===== src/rtl/cam_pkg.sv =====
// rtl/cam_pkg.sv - shared types and constants for the camera pixel packer
package cam_pkg;

    localparam int CAM_BYTE_W = 8;

    typedef enum logic [1:0] {
        IDLE   = 2'd0,
        SKIP   = 2'd1,
        ACTIVE = 2'd2
    } cam_pack_state_e;

endpackage


===== src/rtl/cam_edge_det.sv =====
// rtl/cam_edge_det.sv - registered rise/fall detector for a single-bit level
//
// Ports:
//   i_clk, i_rstn : clock, asynchronous active-low reset
//   i_sig         : level to watch (already registered by the caller)
//   o_rise/o_fall : one-cycle pulses when i_sig differs from its delayed copy
module cam_edge_det (
    input  logic i_clk,
    input  logic i_rstn,
    input  logic i_sig,
    output logic o_rise,
    output logic o_fall
);

    logic r_prev;

    always_ff @(posedge i_clk or negedge i_rstn) begin
        if (!i_rstn) begin
            r_prev <= 1'b0;
        end else begin
            r_prev <= i_sig;
        end
    end

    assign o_rise = i_sig & ~r_prev;
    assign o_fall = ~i_sig & r_prev;

endmodule


===== src/rtl/cam_pixel_pack.sv =====
// rtl/cam_pixel_pack.sv - DVP byte stream to RGB565 pixel packer with frame skip
//
// Ports:
//   cam_clk, cam_rstn          : sensor pixel clock, asynchronous active-low reset
//   cam_vsync/cam_href/cam_data: raw sensor frame sync, line valid, byte
//   pix_data/pix_valid         : packed {hi, lo} pixel and its one-cycle strobe
//   pix_vsync                  : delayed vsync, held 0 until streaming
//   pix_x/pix_y                : column/line of the current pix_data
//   frame_ready                : streaming (start-up frames already discarded)
//   odd_line_err               : sticky, some line ended on an unpaired byte
module cam_pixel_pack
    import cam_pkg::*;
#(
    parameter int SKIP_FRAMES = 10,
    parameter int HW          = 12,
    parameter int VW          = 12
) (
    input  logic                  cam_clk,
    input  logic                  cam_rstn,
    input  logic                  cam_vsync,
    input  logic                  cam_href,
    input  logic [CAM_BYTE_W-1:0] cam_data,
    output logic [15:0]           pix_data,
    output logic                  pix_valid,
    output logic                  pix_vsync,
    output logic [HW-1:0]         pix_x,
    output logic [VW-1:0]         pix_y,
    output logic                  frame_ready,
    output logic                  odd_line_err
);

    localparam int SKW = (SKIP_FRAMES < 2) ? 1 : $clog2(SKIP_FRAMES + 1);

    logic                  r_vsync;
    logic                  r_href;
    logic [CAM_BYTE_W-1:0] r_data;
    logic [CAM_BYTE_W-1:0] r_hi;

    cam_pack_state_e       r_state;
    cam_pack_state_e       w_state_next;
    logic [SKW-1:0]        r_skip_cnt;
    logic [SKW-1:0]        w_skip_next;

    logic [HW-1:0]         r_x;
    logic [VW-1:0]         r_y;
    logic                  r_phase;
    logic                  r_armed;
    logic                  r_line_pix;

    logic [15:0]           r_pix_data;
    logic                  r_pix_valid;
    logic                  r_pix_vsync;
    logic [HW-1:0]         r_pix_x;
    logic [VW-1:0]         r_pix_y;
    logic                  r_odd_err;

    logic w_vs_rise;
    logic w_vs_fall_unused;
    logic w_href_rise;
    logic w_href_fall;
    logic w_active;
    logic w_line_start;
    logic w_armed;
    logic w_byte;
    logic w_emit;

    cam_edge_det u_vsync_edge (
        .i_clk  (cam_clk),
        .i_rstn (cam_rstn),
        .i_sig  (r_vsync),
        .o_rise (w_vs_rise),
        .o_fall (w_vs_fall_unused)
    );

    cam_edge_det u_href_edge (
        .i_clk  (cam_clk),
        .i_rstn (cam_rstn),
        .i_sig  (r_href),
        .o_rise (w_href_rise),
        .o_fall (w_href_fall)
    );

    assign w_active     = (r_state == ACTIVE);
    // A line only counts if its href rise is seen while streaming and outside
    // vertical blanking; a line already in flight at ACTIVE entry is skipped.
    assign w_line_start = w_active & w_href_rise & ~r_vsync;
    assign w_armed      = r_armed | w_line_start;
    assign w_byte       = w_armed & r_href & ~r_vsync;
    assign w_emit       = w_byte & r_phase;

    always_comb begin
        w_state_next = r_state;
        w_skip_next  = r_skip_cnt;
        case (r_state)
            IDLE: begin
                if (w_vs_rise) begin
                    if (SKIP_FRAMES == 0) begin
                        w_state_next = ACTIVE;
                    end else begin
                        w_state_next = SKIP;
                        w_skip_next  = SKW'(1);
                    end
                end
            end
            SKIP: begin
                if (w_vs_rise) begin
                    if (r_skip_cnt == SKW'(SKIP_FRAMES)) begin
                        w_state_next = ACTIVE;
                    end else begin
                        w_skip_next = r_skip_cnt + SKW'(1);
                    end
                end
            end
            ACTIVE:  w_state_next = ACTIVE;
            default: w_state_next = IDLE;
        endcase
    end

    always_ff @(posedge cam_clk or negedge cam_rstn) begin
        if (!cam_rstn) begin
            r_vsync     <= 1'b0;
            r_href      <= 1'b0;
            r_data      <= '0;
            r_hi        <= '0;
            r_state     <= IDLE;
            r_skip_cnt  <= '0;
            r_x         <= '0;
            r_y         <= '0;
            r_phase     <= 1'b0;
            r_armed     <= 1'b0;
            r_line_pix  <= 1'b0;
            r_pix_data  <= '0;
            r_pix_valid <= 1'b0;
            r_pix_vsync <= 1'b0;
            r_pix_x     <= '0;
            r_pix_y     <= '0;
            r_odd_err   <= 1'b0;
        end else begin
            r_vsync    <= cam_vsync;
            r_href     <= cam_href;
            r_data     <= cam_data;
            r_state    <= w_state_next;
            r_skip_cnt <= w_skip_next;

            // Next-state gating lets pix_vsync start on the same edge that
            // enters ACTIVE, lining up with frame_ready.
            r_pix_vsync <= r_vsync & (w_state_next == ACTIVE);
            r_pix_valid <= w_emit;
            if (w_emit) begin
                r_pix_data <= {r_hi, r_data};
                r_pix_x    <= r_x;
                r_pix_y    <= r_y;
            end

            // Evaluated independently so a coincident vsync rise cannot hide it.
            if (w_href_fall && r_phase) begin
                r_odd_err <= 1'b1;
            end

            if (w_vs_rise) begin
                r_x        <= '0;
                r_y        <= '0;
                r_phase    <= 1'b0;
                r_armed    <= 1'b0;
                r_line_pix <= 1'b0;
            end else if (w_href_fall) begin
                r_phase    <= 1'b0;
                r_armed    <= 1'b0;
                r_line_pix <= 1'b0;
                if (r_line_pix) begin
                    r_y <= r_y + VW'(1);
                    r_x <= '0;
                end
            end else begin
                if (w_line_start) begin
                    r_armed <= 1'b1;
                end
                if (w_byte) begin
                    r_phase <= ~r_phase;
                    if (!r_phase) begin
                        r_hi <= r_data;
                    end else begin
                        r_x        <= r_x + HW'(1);
                        r_line_pix <= 1'b1;
                    end
                end
            end
        end
    end

    assign pix_data     = r_pix_data;
    assign pix_valid    = r_pix_valid;
    assign pix_vsync    = r_pix_vsync;
    assign pix_x        = r_pix_x;
    assign pix_y        = r_pix_y;
    assign frame_ready  = w_active;
    assign odd_line_err = r_odd_err;

endmodule


===== config.mk =====
export PLATFORM = sky130hd
export DESIGN_NAME = cam_pixel_pack
export DESIGN_NICKNAME = d
export VERILOG_FILES = /design/src/rtl/cam_pkg.sv /design/src/rtl/cam_edge_det.sv /design/src/rtl/cam_pixel_pack.sv
export SDC_FILE = /design/constraint.sdc
export NUM_CORES = 1
export LEC_CHECK = 0
export BUFFER_PORTS_ARGS = -buffer_cell sky130_fd_sc_hd__buf_4
export CAP_MARGIN = 10
export CORE_ASPECT_RATIO = 0.6
export CORE_MARGIN = 4
export CORE_UTILIZATION = 25
export CTS_BUF_LIST = sky130_fd_sc_hd__clkbuf_8 sky130_fd_sc_hd__clkbuf_16
export DETAILED_ROUTE_END_ITERATION = 10
export GPL_TIMING_DRIVEN = 0
export SETUP_SLACK_MARGIN = 0.15
export SYNTH_ARGS = -nofsm -noshare
export SYNTH_HDL_FRONTEND = slang
export SYNTH_HIERARCHICAL = 1
export SYNTH_SLANG_ARGS = --single-unit

===== constraint.sdc =====
create_clock -name cam_clk -period 3.8 [get_ports cam_clk]
set_input_delay 0 -clock cam_clk [delete_from_list [all_inputs] [get_ports cam_clk]]
set_output_delay 0 -clock cam_clk [all_outputs]
set_load 0.01 [all_outputs]

# Yosys cells after proc, flatten, opt, wreduce, memory -nomap -nowiden
# Cells that the tools add are included.
# totals
ff_bits	96
input_bits	12
out_inout_bits	44
# op_classes
n_eq_ne	8
muxes	26
n_reduce_logical	13
addsub	3
bitwise_logic	17
# ops
op	n
$mux W12	8
$add A12 B1 Y12 const B	2
$mux W4	3
$mux W1	10
$and A1 B1 Y1	9
$reduce_bool A3 Y1	3
$pmux W4 S2	1
$reduce_and A4 Y1	2
$not A1 Y1	7
$mux W2	3
$pmux W2 S3	1
$reduce_bool A2 Y1	3
$add A4 B1 Y4 const B	1
$eq A2 B2 Y1 const B	2
$eq A4 B4 Y1 const B	1
$ne A2 B1 Y1 const B	2
$reduce_and A2 Y1	2
$ne A3 B2 Y1 const B	1
$reduce_and A3 Y1	1
$eq A2 B1 Y1 const B	1
$logic_not A2 Y1	1
$ne A2 B2 Y1 const B	1
$logic_and A1 B1 Y1	1
$or A1 B1 Y1	1

# Logic depth before layout (Yosys ltp)
# Gate-level depths: netlist (run 1).
# depth
depth_word	10
ltp_mapped	7
ltp_nobuf	6

# Hierarchy
# Netlist (run 1), hierarchy kept.
# by_module_without_submodules
module	area_each_um2	cells_each	seq_area_each_um2	n_inst
cam_pixel_pack	3948.8	380	2352.3	1
cam_edge_det	40.0	3	25.0	2

# Worst setup path after synthesis (run 1)
# No wires, ideal clock.
# synth_timing
kind	register -> register
start	reg r_href
end	reg r_hi[0]
synth_period_minus_slack_ps	1816
path_slack_ps	1984
n_path_buf	1
required_ps	3675
path_stages_with_launch	6
setup_ps	125
t_arrival_ps	1691
path_cell_list	dfrtp_1 and2b_2 or2_2 or3_1 buf_6 mux2_4
# synth_via
word_cells_on_any_way	10
# synth_rtl
element	line_no	source
from (decl)	cam_pixel_pack.sv:35	logic r_href;
from (signal assigned)	cam_pixel_pack.sv:140	r_href <= cam_href;
$not A1 Y1	cam_edge_det.sv:26	assign o_fall = ~i_sig & r_prev;
$and A1 B1 Y1	cam_edge_det.sv:26	
via w_href_fall	cam_pixel_pack.sv:60	logic w_href_fall;
$not A1 Y1 (no line)	--	
$reduce_and A4 Y1 (no line)	--	
to (signal assigned)	cam_pixel_pack.sv:181	r_hi <= r_data;
to (decl)	cam_pixel_pack.sv:37	logic [CAM_BYTE_W-1:0] r_hi;
# The timed path passes the listed nets, and every way through them passes these cells.
# A chain may end at the register's enable or synchronous reset.

# Final worst setup path (run 1)
# layout_timing
start	reg r_vsync
end	reg r_x[5]
# layout_via
word_cells_on_any_way	11
# layout_rtl
element	line_no	source
from (decl)	cam_pixel_pack.sv:34	logic r_vsync;
from (signal assigned)	cam_pixel_pack.sv:139	r_vsync <= cam_vsync;
$and A1 B1 Y1 *	cam_edge_det.sv:25	assign o_rise = i_sig & ~r_prev;
via w_vs_rise	cam_pixel_pack.sv:57	logic w_vs_rise;
$ne A3 B2 Y1 (no line) / $reduce_bool A3 Y1 (equally long branches)	--	
$reduce_and A3 Y1 (no line)	--	
to (signal assigned)	cam_pixel_pack.sv:183	r_x <= r_x + HW'(1);
to (decl)	cam_pixel_pack.sv:44	logic [HW-1:0] r_x;
# Mark *: on every way through the listed nets, which the timed path passes. The rest lies on a longest branch.

==> results of run 1 <==
worst max-delay path, stage by stage, from the launching register on:
cell	delay, ps
dfrtp_1	450
nor2b_1	410
clkbuf_1	460
nor2_1	230
and2_1	210
a221o_1	300
per-stage QoR:
step / util / instance area [µm²] / std cells
after detailed placement: 0.301 / 4690 / 643
final: 0.329 / 5110 / 670
after global placement: 0.301 / 4690 / 643
after global routing: 0.329 / 5110 / 670
after floorplan: - / 4020 / 385
after CTS: 0.328 / 5100 / 670
registers in the layout (all words and copies together), names as in the netlist:
| signal | flops |
|---|---|
| u_vsync_edge/r_prev | 1 |
| r_skip_cnt | 4 |
| r_href | 1 |
| r_phase | 1 |
| pix_x | 12 |
| u_href_edge/r_prev | 1 |
| r_hi | 8 |
| r_y | 12 |
| r_x | 12 |
| pix_data | 16 |
| odd_line_err | 1 |
| r_armed | 1 |
| pix_vsync | 1 |
| pix_valid | 1 |
| r_state | 2 |
| r_data | 8 |
| pix_y | 12 |
| r_line_pix | 1 |
| r_vsync | 1 |
area by class of cell:
type / count / area [µm²]
fillers: 1588 / 10400
multi-input cells: 268 / 1520
clock inverters: 7 / 81.3
inverters: 6 / 22.5
flip-flops and latches: 96 / 2400
clock buffers: 9 / 225
repair buffers: 66 / 527
well taps: 203 / 254
plain buffers: 15 / 77.6
power by group through the flow:
stage | clock [mW] | combinational [mW] | sequential (mW)
final | 0.947 | 0.131 | 1.08
after global routing | 1.03 | 0.153 | 1.08
after CTS | 0.987 | 0.133 | 1.07
after detailed placement | 0 | 0.124 | 1.09
after global placement | 0 | 0.119 | 1.09
after floorplan | 0 | 0.0777 | 1.09
per-layer routing:
| metal | share of wire | wire length (µm) | track usage | vias up |
|---|---|---|---|---|
| met1 | 0.53 | 5160 | 0.171 | 1477 |
| li1 | - | - | - | 1460 |
| met3 | 0.050 | 490 | 0.0353 | 6 |
| met2 | 0.41 | 4030 | 0.156 | 55 |
| met5 | 0 | 0 | 0 | - |
| met4 | 0.0048 | 47 | 0.0153 | 0 |
worst paths after layout:
path,startpoint,to,slack (ps),cells after the start
setup reg to reg,r_vsync,r_x[5],1620,5
setup / recovery,r_vsync,r_x[5],1620,5
min in group cam_clk,cam_href,r_href,300,2
hold / removal,cam_rstn,pix_vsync,300,2
hold reg to reg,odd_line_err,odd_line_err,460,1
max in group asynchronous,cam_rstn,pix_x[4],2890,2
==> flow_summary.toml, run 1 <==
[run_status]
status = "completed"

[clock_tree]
cts-root-buf = "clkbuf_16"
cts_hold_buf = 11
cts_buffers = 9
cts.sink_count = 96
cts_max_level = 3
post_cts_buffers = 0
cts_resized = 0
tritoncts = "built"
insertion_delay_ps = 340
path_clk_slew_ps = 70
cts_max_path_buffers = 2

[drt]
drc = 0
drt-initial-drc-count = 220
num_vias = 2998
postRouteAntennaNets = 0
drt_wl_total_mm = 9.73
wl_per_cell_um = 14.5
first_pass_iters = 4
vias_per_cell = 4.47

[sta]
drv_slew = 0
period_minus_slack_ps = 2180
fmax_mhz = 459
tightest_slew_ps = 885
timing.final.crit_share = 0.573
setup_ws_ps = 1620
rsz0062_at_grt = "no"
final_hold_viol_count = 0
whs_ps = 295
skew_ps = 9.32
max_slew_margin = 0.410
tns_ps = 0
setup_viol = 0

[power]
seq_power_share = 0.500
p_sw_mw = 0.521
power_frac_comb = 0.061
power_density_mw_per_mm2 = 422
power.total_mw = 2.15
peakVddDrop_mv = 0.216
p_clk_frac = 0.440
internal-power_mw = 1.63
p_sw_frac = 0.242
p_leak_nw = 2.63

[finish]
final_common_cell = "nand2_1"
syn_to_final_growth_pct = 27.0
antenna_cells = 0
final_nets = 478
mostFrequentLayoutCells = "126 x nand2_1, 96 x dfrtp_1, 54 x buf_4"
drive_above_1_share = 0.208

[critical_path]
start_kind = "flip-flop"
cp_max_fo = 10
crit_type = "flip-flop to flip-flop"
required_ps = 4030
endpoint_kind = "flip-flop"
critPathArrivalTime_ps = 2410

[synthesis]
netlist_area_mm2 = 0.00402
syn_inst = 385
avgSynthCellArea_um2 = 10.4
yosys_warnings = 6
synth_nets = 401

[global_route]
antenna_found_initial = 0
grt_use_total = 0.112
grt_overflow_total = 0
grt_pass1_vias = 3002
grt_max_degree = 97
grt_first_pass_wirelength_mm = 16.1

[place]
pre_cts_slack_ps = 1670
portBuffers = 55
routabilityCongestion = 0.784
dp_hpwl_mm = 6.84

[floorplan]
io_pins = 56
coreArea_mm2 = 0.0155
die_h_um = 106
dieArea_mm2 = 0.0182
die_x_um = 172
num_rows = 35
start_util = 0.259

[hold_path]
hold_class = "input port to asynchronous set/reset pin"

[flow_run]
max-cap-violations = 0
Power figures use the tool's default switching activity.
==> run 2, diff against run 1 <==
ABC_AREA = 1   (was default)
clock period = 1.9 ns   (was 3.8 ns; I/O delays follow)
==> run 2 against run 1 <==
Register-to-register slack worse by 1400 ps. Flip-flop and latch count stayed put. Via count is 9.2% higher. Setup slack worse by 1400 ps. Maximum frequency is 33% higher. Area after synthesis is 6.9% higher. Die area is 6.5% higher. Routed wire length is 3.3% higher. Critical path depth is 5 higher. Combinational power grew to 2.5 times the previous value. Critical path type unchanged.
==> flow_summary.toml, run 2 <==
[drt]
wl_per_cell_um = 13.1
first_pass_iters = 4
vias_per_cell = 4.25
drt-initial-drc-count = 212
drt_wl_total_mm = 10.1
num_vias = 3274
drc = 0
postRouteAntennaNets = 0

[critical_path]
critPathCapture = "r_hi[6]"
cp_top_family = "buffers and inverters"
rr_worst_depth = 10
cp_slowest_cell = "dfrtp_1"
cp_num_buf_inv = 4
setup.reg_to_reg.worst_slack_ps = 260
rr_endpoint = "r_hi[6]"
required_ps = 2130
start_kind = "flip-flop"
cp.depth = 10
crit_start = "r_vsync"
endpoint_kind = "flip-flop"
crit_type = "flip-flop to flip-flop"
cp_max_fo = 10
critPathArrivalTime_ps = 1870
cp_cell_sequence = "inv_1 > nor2_1 > buf_6 > nor2_8 > inv_4 > a21oi_4 > nand3_4 > buf_8 > nand2_2 > o21ai_2"
r2r-start = "r_vsync"
slowest_delay_ps = 430

[clock_tree]
cts-root-buf = "clkbuf_16"
cts_buffers = 9
cts.sink_count = 96
cts_max_level = 3
insertion_delay_ps = 340
cts_max_path_buffers = 2
tritoncts = "built"
path_clk_slew_ps = 70

[synthesis]
syn_inst = 458
yosys_warnings = 6
synth_nets = 474
netlist_area_mm2 = 0.00430
avgSynthCellArea_um2 = 9.38

[sta]
fmax_mhz = 610
drv_slew = 0
timing.final.crit_share = 0.863
tightest_slew_ps = 891
rsz0062_at_grt = "yes"
setup_ws_ps = 261
final_hold_viol_count = 0
period_minus_slack_ps = 1640
skew_ps = 8.07
tns_ps = 0
setup_viol = 0
max_slew_margin = 0.406

[global_route]
grt_first_pass_wirelength_mm = 16.6
use_met2 = 0.156
met1_usage = 0.157
grt_pass1_vias = 3199
grt_util_met3 = 0.0357
busiest_layer = "met1"
grt_overflow_total = 0
grt_use_total = 0.108
grt_max_degree = 97
antenna_found_initial = 0

[flow_run]
max-cap-violations = 0

[place]
routabilityCongestion = 0.849
placed_area_mm2 = 0.00500
pre_cts_slack_ps = 118
dp_hpwl_mm = 7.23
portBuffers = 55

[power]
peakVddDrop_mv = 0.382
power.total_mw = 4.51
power_density_mw_per_mm2 = 825
p_leak_nw = 2.73

[finish]
final_nets = 553
antenna_cells = 0
multi_input_area_mm2 = 0.00159
final_cell_area_mm2 = 0.00548
largest_reg_flops = 16
regArea_mm2 = 0.00240
fin_util = 0.331
n_fill_cell = 1684
final_common_cell = "nand2_1"
syn_to_final_growth_pct = 27.4
mostFrequentLayoutCells = "140 x nand2_1, 96 x dfrtp_1, 57 x buf_4"
drive_above_1_share = 0.271

[floorplan]
coreArea_mm2 = 0.0165
num_rows = 36
dieArea_mm2 = 0.0194
io_pins = 56
die_x_um = 177
start_util = 0.260
die_h_um = 110

[run_status]
status = "completed"

[hold_path]
hold_class = "input port to asynchronous set/reset pin"
-- run 2: where the power goes --
group / leakage (nW) / switching, mW / internal, mW
clock network: 0.154 / 0.819 / 1.17
logic: 1.27 / 0.209 / 0.123
registers: 1.30 / 0.0788 / 2.11
-- run 2: worst min path at each step --
| stage | end | cells past startpoint | slack [ps] | start |
|---|---|---|---|---|
| floorplan | odd_line_err | 0 | -300 | cam_rstn |
| global placement | r_data[5] | 1 | 110 | cam_data[5] |
| detailed placement | r_data[6] | 1 | 110 | cam_data[6] |
| CTS | r_data[1] | 2 | 290 | cam_data[1] |
| global route | r_href | 2 | 300 | cam_href |
| finish | pix_y[4] | 2 | 300 | cam_rstn |
-- run 2: what timing repair did --
action | 4_1_cts | 5_1_grt
pin swaps | 0 | 2
resized for setup | 1 | 4
hold buffers | 11 | 0
cloned | 0 | 0
hold endpoints to repair | 106 | 0
endpoints found under the setup margin | 2 | 22
setup buffers | 0 | 2
-- run 2: routing by layer --
layer	wire [µm]	part of all wire
met1	5080	0.51
met2	4300	0.43
met3	624	0.062
met4	50	0.0050
met5	0	0
-- run 2: layout make-up --
cell class / instances / share of cell area
sequential: 96 / 0.439
clock inverter: 7 / 0.0190
tap: 228 / 0.0521
timing repair buffer: 68 / 0.0989
buffer: 15 / 0.0249
multi-input combinational: 298 / 0.291
inverter: 49 / 0.0340
clock buffer: 9 / 0.0411
-- run 2: per-stage QoR --
stage,instances,hold slack [ps]
6_report,770,300
5_1_grt,770,296
4_1_cts,768,291
3_5_place_dp,741,111
3_3_place_gp,741,111
2_1_floorplan,458,-296
==> run 3, diff against run 2 <==
ABC_AREA = default   (was 1)
CORE_MARGIN = default   (was 4)
RECOVER_POWER = 50   (was default)
==> run 3 against run 2 <==
The run now ends with DRC left. Final area down 5.1%. First-iteration DRC count is 25% lower. Critical path depth shrank 5. Register-to-register slack worse by 190 ps. Core utilization is 0.30 points higher. Final cell count down 11%. Power decreased by 4.1%. Sequential share of layout area is 2.4 points higher. Maximum frequency decreased by 10%. Global-route usage increased by 1.6 points. Via count down 5.5%. Largest power group unchanged.
==> flow_summary.toml, run 3 (synthesized netlist as in run 1, its figures left out) <==
[sta]
timing.final.crit_share = 0.962
final_hold_viol_count = 0
fmax_mhz = 547
max_slew_margin = 0.106
drv_slew = 0
period_minus_slack_ps = 1830
rsz0062_at_grt = "yes"
setup_viol = 0
skew_ps = 15.0
tightest_slew_ps = 1340

[power]
power_frac_comb = 0.067
p_leak_nw = 2.55
power_density_mw_per_mm2 = 834
internal-power_mw = 3.28
peakVddDrop_mv = 0.402
seq_power_share = 0.497
p_clk_frac = 0.436
power.total_mw = 4.33
p_sw_frac = 0.242
p_sw_mw = 1.05

[floorplan]
io_pins = 56
num_rows = 35
coreArea_mm2 = 0.0155
die_x_um = 166
die_h_um = 100
start_util = 0.259
dieArea_mm2 = 0.0166

[finish]
final_nets = 491
final_common_cell = "nand2_1"
final_cell_area_mm2 = 0.00519
syn_to_final_growth_pct = 29.2
mostFrequentLayoutCells = "126 x nand2_1, 94 x dfrtp_1, 45 x clkbuf_1"
n_fill_cell = 1583
stdcell_count = 683
largest_reg_flops = 16
antenna_cells = 0
drive_above_1_share = 0.188

[drt]
num_vias = 3094
drt_wl_total_mm = 9.92
vias_per_cell = 4.53
first_pass_iters = 9
postRouteAntennaNets = 0
drt-initial-drc-count = 158
wl_per_cell_um = 14.5
drc = 10

[place]
portBuffers = 55
dp_hpwl_mm = 6.44
placed_area_mm2 = 0.00469
dpl.cell_count = 643
routabilityCongestion = 0.770

[critical_path]
required_ps = 2130
crit_type = "flip-flop to flip-flop"
cp_max_fo = 8
r2r-start = "r_href"
rr_endpoint = "r_hi[1]"
start_kind = "flip-flop"
rr_worst_depth = 5
endpoint_kind = "flip-flop"
setup.reg_to_reg.worst_slack_ps = 70
critPathArrivalTime_ps = 2050

[clock_tree]
path_clk_slew_ps = 70
cts.sink_count = 96
cts_max_level = 3
cts_max_path_buffers = 2
tritoncts = "built"
cts-root-buf = "clkbuf_16"
insertion_delay_ps = 350
cts_buffers = 9

[hold_path]
min_from = "cam_data[5]"
hold_depth = 2
hold_class = "input port to flip-flop"
min_to = "r_data[5]"

[global_route]
grt_pass1_vias = 3105
grt_first_pass_wirelength_mm = 16.0
grt_max_degree = 97
grt_overflow_total = 0
antenna_found_initial = 0
grt_use_total = 0.124

[run_status]
status = "complete, but fails checks"
violations = "DRC"

[flow_run]
max-cap-violations = 0
-- run 3: cell count changes in the layout (fill, tap and decap cells not counted), moves of 9 or more --
cell and delta:
buf_4 -42, nand2_1 -14, clkbuf_4 +14, clkbuf_1 +44
o21ai_2 -21, nand2_2 -17, nand3_1 -10, o21ai_0 -9
inv_1 -39
-- run 3: final cells by class --
| type | instances | area (µm²) | area share |
|---|---|---|---|
| buffer | 15 | 119 | 0.0229 |
| clock buffer | 9 | 225 | 0.0434 |
| clock inverter | 7 | 85.1 | 0.0164 |
| inverter | 6 | 22.5 | 0.00434 |
| multi-input combinational | 268 | 1620 | 0.312 |
| sequential | 96 | 2400 | 0.463 |
| tap | 203 | 254 | 0.0489 |
| timing repair buffer | 79 | 463 | 0.0891 |
-- run 3: per-layer routing --
| metal | part of all wire | track usage | wire [µm] | up-vias |
|---|---|---|---|---|
| met3 | 0.051 | 0.0442 | 506 | 11 |
| li1 | - | - | - | 1490 |
| met5 | 0 | 0 | 0 | - |
| met2 | 0.43 | 0.185 | 4220 | 61 |
| met1 | 0.51 | 0.172 | 5070 | 1532 |
| met4 | 0.013 | 0.0266 | 126 | 0 |
-- run 3: worst max-delay path by stage --
stage	endpoint	start	slack, ps	cells past startpoint
finish	r_hi[1]	r_href	70	5
global route	r_hi[1]	r_href	20	5
CTS	r_hi[1]	r_href	30	5
detailed placement	r_x[5]	r_vsync	-220	5
global placement	r_x[5]	r_vsync	-220	5
floorplan	r_hi[0]	r_state[0]	140	6
-- run 3: worst max-delay path: stages (launching register included) --
cell     delay (ps)
dfrtp_2         380
and2b_2         240
or2_4           260
or3_4           380
buf_12          160
mux2_4          290
-- run 3: power by group through the flow --
stage | logic [mW] | registers (mW) | clock network [mW]
global placement | 0.238 | 2.18 | 0
detailed placement | 0.254 | 2.19 | 0
finish | 0.292 | 2.15 | 1.89
global route | 0.326 | 2.16 | 2.05
floorplan | 0.157 | 2.18 | 0
CTS | 0.280 | 2.15 | 1.94
-- run 3: timing repair --
item	in CTS	in global routing
gates cloned	0	0
pin swaps	4	5
buffers inserted	4	9
hold buffers	11	0
endpoints found under the setup margin	74	72
resized for setup	18	32
hold endpoints to repair	106	0
-- run 3: metrics by stage --
stage                     setup TNS, ps  utilization  setup slack, ps  hold slack [ps]
after floorplan                       0            -              143             -296
after global placement            -4860        0.302             -224              111
after detailed placement          -4680        0.302             -219              111
after CTS                             0        0.334             35.0              292
after global routing                  0        0.334             19.1              304
final                                 0        0.334             73.1              314
